==> src/rtl/serial_multi_adder.sv <==
// Bit-serial adder for N_OPS unsigned LSB-first operand streams.
// Each word yields WORD_BITS sum bits followed by CW carry-flush bits.
module serial_multi_adder #(
    parameter int N_OPS     = 4,
    parameter int WORD_BITS = 8
) (
    input  logic             clock,
    input  logic             reset,
    input  logic             clear,
    input  logic             in_valid,
    output logic             in_ready,
    input  logic [N_OPS-1:0] in_bits,
    output logic             out_valid,
    output logic             out_bit,
    output logic             out_last,
    output logic             busy
);

    localparam int CW   = $clog2(N_OPS);
    localparam int CMAX = (WORD_BITS > CW) ? WORD_BITS : CW;
    localparam int CNTW = (CMAX > 1) ? $clog2(CMAX) : 1;

    localparam logic [0:0] ST_ACCUM = 1'b0;
    localparam logic [0:0] ST_FLUSH = 1'b1;

    logic [0:0]    st_reg, st_next;
    logic [CW-1:0] carry_reg, carry_next;
    logic [CNTW-1:0] cnt_reg, cnt_next;
    logic          out_valid_reg, out_valid_next;
    logic          out_bit_reg, out_bit_next;
    logic          out_last_reg, out_last_next;

    // Zero-extended operand bits, summed below into popcount + carry.
    logic [CW:0] ext [N_OPS];
    logic [CW:0] total;
    logic        accept;

    genvar gi;
    generate
        for (gi = 0; gi < N_OPS; gi++) begin : g_ext
            assign ext[gi] = {{CW{1'b0}}, in_bits[gi]};
        end
    endgenerate

    always_comb begin
        total = (CW+1)'(carry_reg);
        for (int k = 0; k < N_OPS; k++) begin
            total = total + ext[k];
        end
    end

    assign in_ready = (st_reg == ST_ACCUM);
    assign accept   = in_valid & in_ready;

    always_comb begin
        st_next        = st_reg;
        carry_next     = carry_reg;
        cnt_next       = cnt_reg;
        out_valid_next = 1'b0;
        out_bit_next   = out_bit_reg;
        out_last_next  = 1'b0;
        if (clear) begin
            // Abort: drop the in-flight word and any slice offered this cycle.
            st_next    = ST_ACCUM;
            carry_next = '0;
            cnt_next   = '0;
        end else if (st_reg == ST_ACCUM) begin
            if (accept) begin
                out_bit_next   = total[0];
                carry_next     = total[CW:1];
                out_valid_next = 1'b1;
                if (cnt_reg == CNTW'(WORD_BITS-1)) begin
                    cnt_next = '0;
                    st_next  = ST_FLUSH;
                end else begin
                    cnt_next = cnt_reg + 1'b1;
                end
            end
        end else begin
            out_bit_next   = carry_reg[0];
            carry_next     = carry_reg >> 1;
            out_valid_next = 1'b1;
            if (cnt_reg == CNTW'(CW-1)) begin
                out_last_next = 1'b1;
                st_next       = ST_ACCUM;
                cnt_next      = '0;
                carry_next    = '0;
            end else begin
                cnt_next = cnt_reg + 1'b1;
            end
        end
    end

    always_ff @(posedge clock) begin
        if (reset) begin
            st_reg        <= ST_ACCUM;
            carry_reg     <= '0;
            cnt_reg       <= '0;
            out_valid_reg <= 1'b0;
            out_bit_reg   <= 1'b0;
            out_last_reg  <= 1'b0;
        end else begin
            st_reg        <= st_next;
            carry_reg     <= carry_next;
            cnt_reg       <= cnt_next;
            out_valid_reg <= out_valid_next;
            out_bit_reg   <= out_bit_next;
            out_last_reg  <= out_last_next;
        end
    end

    assign out_valid = out_valid_reg;
    assign out_bit   = out_bit_reg;
    assign out_last  = out_last_reg;
    assign busy      = (st_reg == ST_FLUSH) || (cnt_reg != '0);

endmodule

==> config.mk <==
export PLATFORM = sky130hd
export DESIGN_NAME = serial_multi_adder
export DESIGN_NICKNAME = d
export VERILOG_FILES = /design/src/rtl/serial_multi_adder.sv
export SDC_FILE = /design/constraint.sdc
export NUM_CORES = 1
export LEC_CHECK = 0
export ABC_AREA = 1
export ABC_CLOCK_PERIOD_IN_PS = 3000
export CAP_MARGIN = 20
export CORE_AREA = 2 2 39 41
export DETAILED_ROUTE_END_ITERATION = 8
export DIE_AREA = 0 0 41 43
export PLACE_DENSITY = 0.66
export SETUP_SLACK_MARGIN = 0.4
export SLEW_MARGIN = 40
export SYNTH_ARGS = -nofsm -noshare
export SYNTH_HDL_FRONTEND = slang
export SYNTH_SLANG_ARGS = --single-unit
==> constraint.sdc <==
create_clock -name clock -period 3 [get_ports clock]
set_input_delay 0.9 -clock clock [delete_from_list [all_inputs] [get_ports clock]]
set_output_delay 0.9 -clock clock [all_outputs]
set_load 0.005 [all_outputs]
==> results of run 1 <==
[area by class of cell]
type / instances / area share, %
clock buffer: 4 / 3.95
timing repair buffer: 12 / 17.5
multi-input combinational: 44 / 43.4
inverter: 9 / 5.08
tap: 16 / 3.01
sequential: 9 / 27.1
[cell usage after synthesis]
library cell               n
sky130_fd_sc_hd__o21ai_1   1
sky130_fd_sc_hd__or2_1     1
sky130_fd_sc_hd__nand2_1  13
sky130_fd_sc_hd__inv_1     8
sky130_fd_sc_hd__dfxtp_1   9
sky130_fd_sc_hd__fa_1      3
sky130_fd_sc_hd__buf_6     2
sky130_fd_sc_hd__a21oi_2   1
sky130_fd_sc_hd__nand3_1   4
sky130_fd_sc_hd__o21ai_0   1
sky130_fd_sc_hd__inv_2     1
sky130_fd_sc_hd__ha_1      4
sky130_fd_sc_hd__a21oi_1   6
sky130_fd_sc_hd__nor2_4    1
sky130_fd_sc_hd__o21a_1    1
sky130_fd_sc_hd__nor2_1    8
[power by group]
group          switching [uW]  internal, uW  total, uW
clock network            44.7          51.4       96.1
logic                    21.8          24.4       46.2
registers                2.73           123        126
[logic make-up (layout without fill, tap and decap cells)]
kind of cell,after synthesis,in the layout
simple gates,27,27
buf+inv,11,25
compound gates,10,10
flops,9,9
fa+ha+maj,7,7
[critical path, stage by stage]
cell and delay [ps]:
sky130_fd_sc_hd__dlygate4sd2_1 250, sky130_fd_sc_hd__fa_1 490, sky130_fd_sc_hd__fa_2 350, sky130_fd_sc_hd__inv_2 60, sky130_fd_sc_hd__fa_1 410, sky130_fd_sc_hd__a21oi_2 150
sky130_fd_sc_hd__o21a_1 110
[worst paths after layout]
| check | startpoint | slack, ps | cells after the start | end |
|---|---|---|---|---|
| setup / recovery | in_bits[0] | 490 | 7 | carry_reg[0]$_SDFFE_PP0N_ |
| hold / removal | out_bit$_SDFFE_PP0P_ | 470 | 2 | out_bit$_SDFFE_PP0P_ |
| setup reg to reg | carry_reg[0]$_SDFFE_PP0N_ | 1520 | 5 | carry_reg[0]$_SDFFE_PP0N_ |
| hold reg to reg | out_bit$_SDFFE_PP0P_ | 470 | 2 | out_bit$_SDFFE_PP0P_ |
[repair_timing]
| item | CTS | global route |
|---|---|---|
| setup endpoints to repair | 1 | 1 |
| gates resized for setup | 6 | 0 |
| gates cloned | 0 | 0 |
| pin swaps | 5 | 2 |
[through the flow]
stage	instances	cell area [um2]
after detailed placement	90	637
after global routing	94	666
final	94	666
after global placement	90	637
after floorplan	64	519
after CTS	94	666
[metal layers]
| metal | part of all wire, % | wire (um) | vias to the layer above | GRT usage [%] |
|---|---|---|---|---|
| li1 | - | - | 226 | - |
| met1 | 43 | 401 | 197 | 12.5 |
| met2 | 50 | 470 | 10 | 25.0 |
| met3 | 4.1 | 38 | 2 | 1.57 |
| met4 | 2.3 | 21 | 0 | 6.00 |
| met5 | 0 | 0 | - | 0 |
==> impl_metrics.prom, run 1 <==
# TYPE chip_impl_metric gauge
chip_impl_metric{name="antenna_violating_nets_post_route",unit=""} 0
chip_impl_metric{name="hold_slack",unit="ps"} 471
chip_impl_info{name="commonest_cells_after_routing_fill_and_taps_aside",value="13 x sky130_fd_sc_hd__nand2_1, 9 x sky130_fd_sc_hd__dfxtp_1, 9 x sky130_fd_sc_hd__clkdlybuf4s50_1"} 1
chip_impl_metric{name="yosysUniqueCellTypes",unit=""} 16
chip_impl_metric{name="slew_violations",unit=""} 0
chip_impl_metric{name="grt_antenna_before_repair",unit=""} 0
chip_impl_metric{name="setup_tns",unit="ps"} 0
chip_impl_info{name="category_of_the_critical_setup_timing_path",value="input pin to flip-flop"} 1
chip_impl_metric{name="compound_gate_portion_of_the_synthesized_area",unit="%"} 10.8
chip_impl_metric{name="tritoncts_num_sinks",unit=""} 9
chip_impl_info{name="cts_tree",value="built"} 1
chip_impl_metric{name="multi_input_area",unit="um2"} 289
chip_impl_info{name="largest_family_of_logic_cells_by_synthesized_area",value="simple AND/OR/NAND/NOR gates"} 1
chip_impl_metric{name="drt-pass1-iter-count",unit=""} 1
chip_impl_metric{name="syn-num-nets",unit=""} 79
chip_impl_metric{name="wl_per_cell",unit="um"} 9.91
chip_impl_metric{name="critical_path_peak_fanout",unit=""} 1
chip_impl_metric{name="max_freq",unit="MHz"} 399
chip_impl_info{name="crit_path_start_kind",value="input pin"} 1
chip_impl_metric{name="synthToLayoutAreaGrowth",unit="%"} 28.2
chip_impl_metric{name="drc_errors",unit=""} 0
chip_impl_metric{name="cp_data_required_time",unit="ps"} 3210
chip_impl_info{name="rsz_0062_raised_after_global_routing",value="no"} 1
chip_impl_metric{name="synth_fa_ha_area_share",unit="%"} 21.2
chip_impl_metric{name="synth_area_per_cell",unit="um2"} 8.11
chip_impl_metric{name="rows",unit=""} 14
chip_impl_metric{name="worst-endpoint-arrival",unit="ps"} 2720
chip_impl_info{name="post-synth-top-area-cell",value="sky130_fd_sc_hd__dfxtp_1"} 1
chip_impl_metric{name="wl",unit="um"} 932
chip_impl_metric{name="global_route_wire_length_before_repair",unit="mm"} 1.59
chip_impl_info{name="run_status",value="finished, final reports clean"} 1
chip_impl_metric{name="synth-seq-cells",unit=""} 9
chip_impl_metric{name="synthDominantCellAreaShare",unit="%"} 34.7
chip_impl_metric{name="synth-simple-area-share",unit="%"} 22.4
chip_impl_metric{name="max-slew-margin-rel",unit="%"} 77.5
chip_impl_metric{name="drive_gt1_share",unit="%"} 11.5
chip_impl_metric{name="grt_use_total",unit="%"} 13.2
chip_impl_metric{name="final.setup_skew",unit="ps"} 1.68
chip_impl_metric{name="yosys-mux-area-fraction",unit="%"} 0
chip_impl_metric{name="period_share",unit="%"} 83.6
chip_impl_metric{name="setup_viol",unit=""} 0
chip_impl_metric{name="buffer_ports.inserted",unit=""} 12
chip_impl_metric{name="irDropWorstVdd",unit="mV"} 0.202
chip_impl_metric{name="drv.max_cap_violation_count",unit=""} 0
chip_impl_metric{name="worstSkewPairLatency",unit="ps"} 260
chip_impl_metric{name="place_worst_setup_slack",unit="ps"} -13.3
chip_impl_metric{name="p_per_area",unit="nW/um2"} 403
chip_impl_metric{name="final_hold_viol_count",unit=""} 0
chip_impl_metric{name="fp.coreArea",unit="um2"} 1380
chip_impl_metric{name="die_area",unit="um2"} 1760
chip_impl_metric{name="synth_sequential_area_ratio",unit="%"} 34.7
chip_impl_metric{name="synthCells",unit=""} 64
chip_impl_metric{name="grt_max_degree",unit=""} 9
chip_impl_metric{name="fillCellCount",unit=""} 148
chip_impl_metric{name="cts.htree.levels",unit=""} 1
chip_impl_metric{name="nNetsFinal",unit=""} 94
chip_impl_metric{name="ys_warn_count",unit=""} 0
chip_impl_metric{name="chipWidth",unit="um"} 41
chip_impl_info{name="cts-root-buf",value="sky130_fd_sc_hd__clkbuf_4"} 1
chip_impl_metric{name="antenna-diode-count",unit=""} 0
chip_impl_metric{name="finalWorstSetupSlack",unit="ps"} 493
chip_impl_metric{name="clk_path_buf_depth",unit=""} 2
chip_impl_info{name="layout_commonest_cell",value="sky130_fd_sc_hd__nand2_1"} 1
chip_impl_metric{name="grt_pass1_vias",unit=""} 429
chip_impl_metric{name="largest_reg_flops",unit=""} 3
chip_impl_metric{name="post_drt_via_cell_ratio",unit=""} 4.63
chip_impl_metric{name="post_synth_xor_area_fraction",unit="%"} 0
chip_impl_info{name="min_path_type",value="flip-flop to flip-flop"} 1
chip_impl_metric{name="gp_congestion",unit=""} 0.709
chip_impl_metric{name="floorplan.io_pins",unit=""} 13
chip_impl_metric{name="summed_instance_area_of_the_synthesized_netlist",unit="um2"} 519
chip_impl_metric{name="num_vias",unit=""} 435
chip_impl_metric{name="cts_inserted_buffers",unit=""} 3
chip_impl_metric{name="detail_route.iter0.violations",unit=""} 0
chip_impl_metric{name="clk_pin_slew",unit="ps"} 60
chip_impl_metric{name="post_cts_buffers",unit=""} 0
chip_impl_metric{name="leakage",unit="uW"} 0.000277
chip_impl_info{name="synth.top_cells.by_area",value="sky130_fd_sc_hd__dfxtp_1 35%, sky130_fd_sc_hd__fa_1 12%, sky130_fd_sc_hd__ha_1 9.6%, sky130_fd_sc_hd__nand2_1 9.4%, sky130_fd_sc_hd__a21oi_1 5.8%"} 1
chip_impl_metric{name="max_slew.worst_pin.slew",unit="ps"} 337
chip_impl_metric{name="fp.dieH",unit="um"} 43
chip_impl_metric{name="cts_hold_buf",unit=""} 0
chip_impl_info{name="crit_path_end_kind",value="flip-flop"} 1
chip_impl_metric{name="post-dp-hpwl",unit="um"} 742
chip_impl_metric{name="initial_utilization",unit="%"} 37.5
chip_impl_metric{name="total_power",unit="uW"} 268
chip_impl_metric{name="grt_overflow",unit=""} 0
chip_impl_metric{name="finalCoreUtilization",unit="%"} 48.1
chip_impl_metric{name="ff_latch_area",unit="um2"} 180
chip_impl_metric{name="min_period",unit="ps"} 2510
(Power assumes the default switching activity.)
==> run 2, diff against run 1 <==
--- a/config.mk
+++ b/config.mk
@@ -6,12 +6,12 @@
 export NUM_CORES = 1
 export LEC_CHECK = 0
 export ABC_AREA = 1
-export ABC_CLOCK_PERIOD_IN_PS = 3000
+export ABC_CLOCK_PERIOD_IN_PS = 2140
 export CAP_MARGIN = 20
 export CORE_AREA = 2 2 39 41
 export DETAILED_ROUTE_END_ITERATION = 8
 export DIE_AREA = 0 0 41 43
-export PLACE_DENSITY = 0.66
+export PLACE_DENSITY = 0.68
 export SETUP_SLACK_MARGIN = 0.4
 export SLEW_MARGIN = 40
 export SYNTH_ARGS = -nofsm -noshare
==> constraint.sdc (replaced) <==
create_clock -name clock -period 2.14 [get_ports clock]
set_input_delay 0.642 -clock clock [delete_from_list [all_inputs] [get_ports clock]]
set_output_delay 0.642 -clock clock [all_outputs]
set_load 0.005 [all_outputs]
==> run 2 against run 1 <==
Clock-buffer cell count stayed put. Sequential cell count is the same. Routed wire length grew 16%. First-iteration DRC count up 9. Utilization rose by 0.63 points. Via count is 4.1% higher. Sequential power grew 40%. Combinational power is 39% higher. Cell area increased by 1.3%. Register-to-register slack lost 830 ps. Sequential share of layout area up 0.39 points.
==> impl_metrics.prom, run 2 (same netlist as run 1, synthesis figures left out) <==
# TYPE chip_impl_metric gauge
chip_impl_info{name="rsz_0062_raised_after_global_routing",value="yes"} 1
chip_impl_metric{name="switching_power",unit="uW"} 94.8
chip_impl_metric{name="grt_antenna_before_repair",unit=""} 0
chip_impl_metric{name="initial_utilization",unit="%"} 37.5
chip_impl_metric{name="post_drt_via_cell_ratio",unit=""} 4.77
chip_impl_metric{name="cts_inserted_buffers",unit=""} 3
chip_impl_metric{name="gp_congestion",unit=""} 0.759
chip_impl_metric{name="grt_max_degree",unit=""} 9
chip_impl_metric{name="setup_viol",unit=""} 0
chip_impl_info{name="layout_commonest_cell",value="sky130_fd_sc_hd__nand2_1"} 1
chip_impl_metric{name="timing.reg2reg.setup_slack",unit="ps"} 690
chip_impl_metric{name="switching_share",unit="%"} 25.4
chip_impl_info{name="timing.rr.end",value="carry_reg[0]$_SDFFE_PP0N_"} 1
chip_impl_metric{name="post-dp-hpwl",unit="um"} 836
chip_impl_metric{name="synthToLayoutAreaGrowth",unit="%"} 29.9
chip_impl_info{name="category_of_the_critical_setup_timing_path",value="input pin to flip-flop"} 1
chip_impl_metric{name="drt-pass1-iter-count",unit=""} 4
chip_impl_metric{name="globalRouteMet3Util",unit="%"} 3.14
chip_impl_metric{name="setup_tns",unit="ps"} 0
chip_impl_metric{name="drv.max_cap_violation_count",unit=""} 0
chip_impl_metric{name="power_internal",unit="uW"} 278
chip_impl_metric{name="rows",unit=""} 14
chip_impl_metric{name="cp_data_required_time",unit="ps"} 2350
chip_impl_metric{name="worstSkewPairLatency",unit="ps"} 260
chip_impl_info{name="grt.busiest_layer",value="met2"} 1
chip_impl_info{name="min_path_type",value="flip-flop to flip-flop"} 1
chip_impl_metric{name="clk_path_buf_depth",unit=""} 2
chip_impl_info{name="crit_path_end_kind",value="flip-flop"} 1
chip_impl_metric{name="met1_track_demand_over_resource",unit="%"} 16.5
chip_impl_metric{name="floorplan.io_pins",unit=""} 13
chip_impl_metric{name="largest_reg_flops",unit=""} 3
chip_impl_metric{name="total_power",unit="uW"} 372
chip_impl_info{name="startpoint_of_the_most_critical_setup_path",value="in_bits[1]"} 1
chip_impl_metric{name="min_period",unit="ps"} 2080
chip_impl_info{name="commonest_cells_after_routing_fill_and_taps_aside",value="13 x sky130_fd_sc_hd__nand2_1, 8 x sky130_fd_sc_hd__nor2_1, 7 x sky130_fd_sc_hd__dfxtp_1"} 1
chip_impl_metric{name="grt_pass1_vias",unit=""} 383
chip_impl_metric{name="tritoncts_num_sinks",unit=""} 9
chip_impl_metric{name="final_hold_viol_count",unit=""} 0
chip_impl_info{name="hold_path.startpoint",value="out_bit$_SDFFE_PP0P_"} 1
chip_impl_metric{name="worst-endpoint-arrival",unit="ps"} 2290
chip_impl_metric{name="critPathMaxStageDelay",unit="ps"} 500
chip_impl_metric{name="leakage",unit="uW"} 0.000316
chip_impl_metric{name="antenna_violating_nets_post_route",unit=""} 0
chip_impl_metric{name="global_route_wire_length_before_repair",unit="mm"} 1.69
chip_impl_metric{name="groute.layer.met2.usage",unit="%"} 23.8
chip_impl_metric{name="seq_power_share",unit="%"} 47.3
chip_impl_metric{name="wl",unit="mm"} 1.08
chip_impl_metric{name="die_area",unit="um2"} 1760
chip_impl_metric{name="cts.htree.levels",unit=""} 1
chip_impl_metric{name="post_cts_buffers",unit=""} 0
chip_impl_metric{name="irDropWorstVdd",unit="mV"} 0.245
chip_impl_metric{name="p_per_area",unit="nW/um2"} 552
chip_impl_metric{name="grt_use_total",unit="%"} 14.6
chip_impl_metric{name="critical_path_peak_fanout",unit=""} 1
chip_impl_info{name="crit_path_top_delay_cell",value="sky130_fd_sc_hd__fa_1"} 1
chip_impl_metric{name="detail_route.iter0.violations",unit=""} 9
chip_impl_metric{name="grt_overflow",unit=""} 0
chip_impl_metric{name="antenna-diode-count",unit=""} 0
chip_impl_metric{name="buffer_ports.inserted",unit=""} 12
chip_impl_metric{name="wl_per_cell",unit="um"} 11.3
chip_impl_info{name="worst_hold_path.endpoint",value="out_bit$_SDFFE_PP0P_"} 1
chip_impl_metric{name="cts_hold_buf",unit=""} 0
chip_impl_info{name="r2r-start",value="carry_reg[0]$_SDFFE_PP0N_"} 1
chip_impl_metric{name="worst_hold_path.num_cells",unit=""} 2
chip_impl_metric{name="num_vias",unit=""} 453
chip_impl_metric{name="max_freq",unit="MHz"} 480
chip_impl_info{name="cts-root-buf",value="sky130_fd_sc_hd__clkbuf_4"} 1
chip_impl_metric{name="worstRegToRegCells",unit=""} 5
chip_impl_metric{name="max_slew.worst_pin.slew",unit="ps"} 325
chip_impl_metric{name="chipWidth",unit="um"} 41
chip_impl_metric{name="portion_of_total_power_attributed_to_the_clock_network",unit="%"} 35.4
chip_impl_metric{name="nNetsFinal",unit=""} 95
chip_impl_info{name="run_status",value="finished, final reports clean"} 1
chip_impl_metric{name="share_comb_of_total_power",unit="%"} 17.3
chip_impl_metric{name="period_share",unit="%"} 97.3
chip_impl_info{name="cts_tree",value="built"} 1
chip_impl_metric{name="drive_gt1_share",unit="%"} 20.3
chip_impl_metric{name="slew_violations",unit=""} 0
chip_impl_info{name="crit_path_frequent_cell",value="sky130_fd_sc_hd__fa_1"} 1
chip_impl_metric{name="fp.coreArea",unit="um2"} 1380
chip_impl_metric{name="max-slew-margin-rel",unit="%"} 78.3
chip_impl_metric{name="final.setup_skew",unit="ps"} 6.54
chip_impl_metric{name="drc_errors",unit=""} 0
chip_impl_metric{name="fp.dieH",unit="um"} 43
chip_impl_info{name="crit_path_start_kind",value="input pin"} 1
chip_impl_info{name="cp_cell_sequence",value="buf_6, fa_1, fa_2, inv_2, fa_1, a21oi_1, o21a_1"} 1
chip_impl_metric{name="clk_pin_slew",unit="ps"} 60
[run 2: changes by cell type in the layout (fill, tap and decap cells not counted), moves of 2 or more]
cell / before / now
sky130_fd_sc_hd__dfxtp_1: 9 / 7
sky130_fd_sc_hd__dlymetal6s2s_1: 0 / 2
sky130_fd_sc_hd__dlygate4sd2_1: 3 / 1
sky130_fd_sc_hd__buf_6: 0 / 2
sky130_fd_sc_hd__clkdlybuf4s50_1: 9 / 5
[run 2: power groups by stage]
stage | logic [uW] | clock network [uW] | registers (uW)
finish | 64.3 | 132 | 176
global route | 71.2 | 149 | 177
CTS | 68.0 | 137 | 177
detailed placement | 67.2 | 0 | 181
global placement | 63.3 | 0 | 180
floorplan | 37.7 | 0 | 180
[run 2: worst max-delay path by stage]
stage | to | slack [ps] | cells past startpoint
6_report | carry_reg[0]$_SDFFE_PP0N_ | 60 | 7
3_5_place_dp | carry_reg[0]$_SDFFE_PP0N_ | -620 | 7
3_3_place_gp | carry_reg[0]$_SDFFE_PP0N_ | -560 | 7
4_1_cts | carry_reg[0]$_SDFFE_PP0N_ | -9 | 7
2_1_floorplan | carry_reg[0]$_SDFFE_PP0N_ | -100 | 6
5_1_grt | carry_reg[0]$_SDFFE_PP0N_ | 30 | 7
[run 2: area by class of cell]
| type | count | area (um2) |
|---|---|---|
| clock buffer | 4 | 26.3 |
| fill | 133 | 709 |
| inverter | 9 | 33.8 |
| multi-input combinational | 44 | 285 |
| sequential | 9 | 185 |
| tap | 16 | 20.0 |
| timing repair buffer | 13 | 124 |
[run 2: worst max-delay path, delay by kind of cell]
family | cells | cell delay, ps
AO/OA/AOI/OAI | 2 | 240
adder cells (fa/ha/maj) | 3 | 1260
buffers and inverters | 2 | 150
[run 2: what timing repair did]
action,in CTS,in global routing
endpoints found under the setup margin,5,6
cloned,0,0
resized for setup,17,6
pin swaps,6,3
[run 2: per-stage QoR]
stage	hold slack, ps	cell area, um2	instances	setup WS (ps)	util (%)
2_1_floorplan	440	522	64	-96.9	-
6_report	473	674	95	57.0	48.7
3_5_place_dp	472	647	91	-623	46.7
3_3_place_gp	451	647	91	-563	46.7
5_1_grt	498	674	95	29.3	48.7
4_1_cts	482	671	95	-8.70	48.5
[run 2: per-layer routing]
| metal | part of all wire, % | vias up | wire, um |
|---|---|---|---|
| li1 | - | 231 | - |
| met1 | 41 | 205 | 445 |
| met3 | 4.4 | 4 | 47 |
| met4 | 2.1 | 0 | 23 |
| met2 | 52 | 13 | 560 |
| met5 | 0 | - | 0 |
==> run 3, diff against run 2 <==
--- a/config.mk
+++ b/config.mk
@@ -13,6 +13,7 @@
 export DIE_AREA = 0 0 41 43
 export PLACE_DENSITY = 0.68
 export SETUP_SLACK_MARGIN = 0.4
+export SKIP_CTS_REPAIR_TIMING = 1
 export SLEW_MARGIN = 40
 export SYNTH_ARGS = -nofsm -noshare
 export SYNTH_HDL_FRONTEND = slang
==> run 3 against run 2 <==
The flow now finishes with violations (negative setup slack). Highest routed layer unchanged. Worst hold slack better by 0.57 ps. Sequential share of layout area is 0.37 points lower. Critical path depth stayed put. Largest power group unchanged.
==> impl_metrics.prom, run 3 (same netlist as run 1, synthesis figures left out) <==
# TYPE chip_impl_metric gauge
chip_impl_metric{name="final_hold_viol_count",unit=""} 0
chip_impl_metric{name="max_slew.worst_pin.slew",unit="ps"} 331
chip_impl_metric{name="die_area",unit="um2"} 1760
chip_impl_metric{name="p_per_area",unit="nW/um2"} 557
chip_impl_info{name="run_status",value="finished, violations left"} 1
chip_impl_metric{name="gp_congestion",unit=""} 0.759
chip_impl_metric{name="initial_utilization",unit="%"} 37.5
chip_impl_metric{name="floorplan.io_pins",unit=""} 13
chip_impl_metric{name="worstSkewPairLatency",unit="ps"} 260
chip_impl_metric{name="drt-pass1-iter-count",unit=""} 4
chip_impl_metric{name="finalWorstSetupSlack",unit="ps"} -4.14
chip_impl_metric{name="timing.reg2reg.setup_slack",unit="ps"} 680
chip_impl_metric{name="worstRegToRegCells",unit=""} 5
chip_impl_metric{name="global_route_wire_length_before_repair",unit="mm"} 1.65
chip_impl_metric{name="switching_share",unit="%"} 25.8
chip_impl_metric{name="clk_path_buf_depth",unit=""} 2
chip_impl_metric{name="wl_per_cell",unit="um"} 11.7
chip_impl_metric{name="buffer_ports.inserted",unit=""} 12
chip_impl_info{name="hold_path.startpoint",value="out_bit$_SDFFE_PP0P_"} 1
chip_impl_metric{name="synthToLayoutAreaGrowth",unit="%"} 29.9
chip_impl_metric{name="cts_inserted_buffers",unit=""} 3
chip_impl_metric{name="irDropWorstVdd",unit="mV"} 0.245
chip_impl_metric{name="detail_route.iter0.violations",unit=""} 5
chip_impl_metric{name="fp.coreArea",unit="um2"} 1380
chip_impl_info{name="r2r-start",value="carry_reg[0]$_SDFFE_PP0N_"} 1
chip_impl_metric{name="cp_data_required_time",unit="ps"} 2350
chip_impl_metric{name="power_internal",unit="uW"} 279
chip_impl_info{name="rsz_0062_raised_after_global_routing",value="yes"} 1
chip_impl_metric{name="slew_violations",unit=""} 0
chip_impl_info{name="commonest_cells_after_routing_fill_and_taps_aside",value="13 x sky130_fd_sc_hd__nand2_1, 8 x sky130_fd_sc_hd__nor2_1, 7 x sky130_fd_sc_hd__dfxtp_1"} 1
chip_impl_metric{name="worst_hold_path.num_cells",unit=""} 2
chip_impl_metric{name="setup_viol",unit=""} 1
chip_impl_metric{name="finalCoreUtilization",unit="%"} 48.7
chip_impl_metric{name="grt_antenna_before_repair",unit=""} 0
chip_impl_metric{name="antenna_violating_nets_post_route",unit=""} 0
chip_impl_metric{name="switching_power",unit="uW"} 96.7
chip_impl_metric{name="worst-endpoint-arrival",unit="ps"} 2360
chip_impl_info{name="worst_hold_path.endpoint",value="out_bit$_SDFFE_PP0P_"} 1
chip_impl_metric{name="post_drt_via_cell_ratio",unit=""} 4.82
chip_impl_metric{name="placedCellCount",unit=""} 91
chip_impl_info{name="timing.rr.end",value="carry_reg[0]$_SDFFE_PP0N_"} 1
chip_impl_metric{name="wl",unit="mm"} 1.11
chip_impl_metric{name="rows",unit=""} 14
chip_impl_metric{name="nNetsFinal",unit=""} 95
chip_impl_metric{name="tritoncts_num_sinks",unit=""} 9
chip_impl_info{name="violations",value="negative setup slack"} 1
chip_impl_info{name="layout_commonest_cell",value="sky130_fd_sc_hd__nand2_1"} 1
chip_impl_metric{name="critical_path_peak_fanout",unit=""} 1
chip_impl_info{name="crit_path_frequent_cell",value="sky130_fd_sc_hd__fa_1"} 1
chip_impl_info{name="cp_cell_sequence",value="buf_6, fa_1, fa_2, inv_2, fa_1, a21oi_1, o21a_1"} 1
chip_impl_metric{name="cts.htree.levels",unit=""} 1
chip_impl_metric{name="drc_errors",unit=""} 0
chip_impl_metric{name="final-instance-count-excl-fill",unit=""} 95
chip_impl_metric{name="grt_use_total",unit="%"} 14.2
chip_impl_info{name="cts_tree",value="built"} 1
chip_impl_metric{name="critPathMaxStageDelay",unit="ps"} 520
chip_impl_metric{name="chipWidth",unit="um"} 41
chip_impl_metric{name="post-dp-hpwl",unit="um"} 836
chip_impl_metric{name="min_period",unit="ps"} 2140
chip_impl_info{name="crit_path_start_kind",value="input pin"} 1
chip_impl_metric{name="grt_overflow",unit=""} 0
chip_impl_metric{name="drv.max_cap_violation_count",unit=""} 0
chip_impl_metric{name="portion_of_total_power_attributed_to_the_clock_network",unit="%"} 35.5
chip_impl_metric{name="largest_reg_flops",unit=""} 3
chip_impl_metric{name="clk_pin_slew",unit="ps"} 60
chip_impl_metric{name="grt_max_degree",unit=""} 9
chip_impl_metric{name="max_freq",unit="MHz"} 466
chip_impl_metric{name="antenna-diode-count",unit=""} 0
chip_impl_metric{name="drive_gt1_share",unit="%"} 19.0
chip_impl_metric{name="fp.dieH",unit="um"} 43
chip_impl_metric{name="leakage",unit="uW"} 0.000315
chip_impl_metric{name="seq_power_share",unit="%"} 47.1
chip_impl_metric{name="final.setup_skew",unit="ps"} 6.32
chip_impl_metric{name="num_vias",unit=""} 458
chip_impl_info{name="crit_path_end_kind",value="flip-flop"} 1
chip_impl_metric{name="grt_pass1_vias",unit=""} 376
chip_impl_metric{name="share_comb_of_total_power",unit="%"} 17.4
chip_impl_metric{name="fillCellCount",unit=""} 133
chip_impl_metric{name="period_share",unit="%"} 100
chip_impl_info{name="cts-root-buf",value="sky130_fd_sc_hd__clkbuf_4"} 1
chip_impl_info{name="category_of_the_critical_setup_timing_path",value="input pin to flip-flop"} 1
chip_impl_metric{name="max-slew-margin-rel",unit="%"} 77.9
chip_impl_info{name="min_path_type",value="flip-flop to flip-flop"} 1
chip_impl_info{name="crit_path_top_delay_cell",value="sky130_fd_sc_hd__fa_1"} 1
==> run 3: changes by cell type in the layout (fill, tap and decap cells not counted) <==
cell                              delta
sky130_fd_sc_hd__dfxtp_4             -1
sky130_fd_sc_hd__clkbuf_2            +1
sky130_fd_sc_hd__buf_2               -1
sky130_fd_sc_hd__dlygate4sd2_1       -1
sky130_fd_sc_hd__dfxtp_2             +1
sky130_fd_sc_hd__buf_6               -1
sky130_fd_sc_hd__clkdlybuf4s50_1     +1
sky130_fd_sc_hd__dlymetal6s2s_1      +1
==> run 3: worst max-delay path: cells and delay by family <==
| kind | cells | cell delay [ps] |
|---|---|---|
| AO/OA/AOI/OAI | 2 | 240 |
| buffers and inverters | 2 | 150 |
| adder cells (fa/ha/maj) | 3 | 1330 |
==> run 3: power groups by stage <==
stage                     registers (uW)  logic (uW)  clock network (uW)
after detailed placement             181        67.2                   0
after floorplan                      180        37.7                   0
after CTS                            177        67.5                 137
final                                177        65.3                 133
after global routing                 178        72.3                 149
after global placement               180        63.3                   0
==> run 3: stage by stage <==
step           setup slack, ps  area, um2  TNS, ps  power (uW)  hold WS (ps)
6_report                 -4.14        674    -4.14         375           474
3_5_place_dp              -623        647    -1450         248           472
4_1_cts                   -346        673     -644         381           482
2_1_floorplan            -96.9        522    -96.9         218           440
5_1_grt                  -40.7        674    -63.3         400           498
3_3_place_gp              -563        647    -1260         244           451
==> run 3: how the worst max path moves through the flow <==
stage / slack (ps) / end / from / depth (start not counted)
after CTS: -350 / carry_reg[0]$_SDFFE_PP0N_ / in_bits[0] / 7
after global placement: -560 / carry_reg[0]$_SDFFE_PP0N_ / in_bits[0] / 7
after floorplan: -100 / carry_reg[0]$_SDFFE_PP0N_ / in_bits[0] / 6
after global routing: -40 / carry_reg[0]$_SDFFE_PP0N_ / in_bits[3] / 7
after detailed placement: -620 / carry_reg[0]$_SDFFE_PP0N_ / in_bits[0] / 7
final: -4 / carry_reg[0]$_SDFFE_PP0N_ / in_bits[3] / 7
==> run 3: per-layer routing <==
metal | vias up | track usage, % | share of wire, %
li1 | 230 | - | -
met1 | 208 | 15.9 | 41
met3 | 4 | 3.14 | 5.9
met5 | - | 0 | 0
met4 | 0 | 8.00 | 2.2
met2 | 16 | 23.1 | 51
==> run 3: cell type report <==
class	instances	area [um2]	area share (%)
Timing Repair Buffer	13	126	18.7
Tap cell	16	20.0	2.97
Multi-Input combinational cell	44	285	42.3
Sequential cell	9	183	27.1
Inverter	9	33.8	5.01
Clock buffer	4	26.3	3.90
==> RTL change: new RTL, flow settings as in run 1 <==
Set the parameter `WORD_BITS` to 16 (it was 8).
--- a/src/rtl/serial_multi_adder.sv
+++ b/src/rtl/serial_multi_adder.sv
@@ -3,5 +3,5 @@
 module serial_multi_adder #(
     parameter int N_OPS     = 4,
-    parameter int WORD_BITS = 8
+    parameter int WORD_BITS = 16
 ) (
     input  logic             clock,
Function: changed (a bounded check fails within 10 cycles, from zero or initial values and one cycle with reset high).
==> RTL change against run 1 <==
Routed wire length increased by 36%. Combinational power increased by 7.4%. First-iteration DRC count increased by 10. Cell count increased by 11%. Design area increased by 17%. Synthesized area increased by 19%. Hold slack improved by 20 ps. Setup slack got worse by 35 ps. Non-clock buffer count increased by 1. Sequential cell count increased by 1. Count of clock-buffer cells in the layout unchanged. Total power increased by 17%. Critical path type unchanged.
==> RTL change: results <==
[power]
power.leakage_uw = 0.000305
irDropWorstVdd_mv = 0.238

[grt]
grtUsageTotal_pct = 17.9
grt_max_degree = 10
grt_pass1_wl_um = 2080

[critical_path]
worstPathArrival_ps = 2750
slowest_delay_ps = 510
crit_path_start = in_bits[3]
r2r_start = carry_reg[0]

[logic_synthesis]
synth.area.top_cells = dfxtp_1 (32%), fa_1 (9.7%), nor2_1 (6.7%)
yosys-top-cells-count = nor2_1 (11), dfxtp_1 (10), nand2_1 (9)
yosysSeqAreaShare_pct = 32.3
synth.avg_cell_area_um2 = 8.48
synth_nets = 87
yosys.cell_types.count = 23

[timing]
slew_headroom_pct = 79.9
clock_skew_ps = 0.560

[cells_and_area]
largest_reg_flops = 4
multi_input_area_um2 = 365
nets = 103
fillCellCount = 129
drive_above_1_share_pct = 23.9

[run_status]
outcome = completed

[place]
placed_area_um2 = 744
dp_hpwl_um = 916
place_congestion = 0.744

[drt]
avgRoutedWirePerCell_um = 12.2
postRouteWirelength_um = 1270
drt-pass1-iter-count = 4
vias = 527

[hold_path]
hold_path_startpoint = carry_reg[1]
-- RTL change: final cells by class --
class / count / area share (%)
multi-input cells: 53 / 46.9
flip-flops and latches: 10 / 25.7
repair buffers: 13 / 15.9
clock buffers: 4 / 4.65
inverters: 8 / 4.33
well taps: 16 / 2.57
-- RTL change: path summary, 6_finish.rpt --
path,endpoint,slack [ps],depth (start not counted)
worst max-delay path,carry_reg[0],460,8
worst min-delay path,carry_reg[1],490,2
worst max register to register,carry_reg[0],1540,6
worst min register to register,carry_reg[1],490,2
-- RTL change: metal layers --
metal	vias to the layer above	part of all wire [%]	track usage [%]
met1	243	44	20.8
li1	262	-	-
met2	17	47	27.8
met4	0	3.2	12.7
met3	5	5.1	3.14
met5	-	0	0
-- RTL change: stage by stage --
step | total power [uW] | setup slack [ps]
floorplan | 171 | 478
global placement | 190 | 2.78
detailed placement | 191 | -33.6
CTS | 316 | 446
global route | 332 | 415
finish | 313 | 458
-- RTL change: what timing repair did --
item	4_1_cts	5_1_grt
setup endpoints to repair	1	0
hold buffers	0	0
resized for setup	5	0
-- RTL change: where the power goes --
| group | switching [uW] | internal [uW] | leakage, uW |
|---|---|---|---|
| Combinational | 25.0 | 24.6 | 0.000203 |
| Sequential | 2.50 | 136 | 0.0000812 |
| Clock | 51.0 | 73.8 | 0.0000210 |
-- RTL change: kinds of logic after synthesis --
group / after synthesis / synth area share (%)
DFF: 10 / 32.3
buffers and inverters: 10 / 9.09
adders and majority gates: 6 / 15.8
and+or+nand+nor: 36 / 32.3
AOI/OAI and AO/OA: 11 / 10.5
-- RTL change: worst min-delay path, delay by kind of cell (launching register included) --
kind / cells / cell delay [ps]
AND/OR/NAND/NOR: 1 / 60
AO/OA/AOI/OAI: 1 / 50
flip-flops: 1 / 330
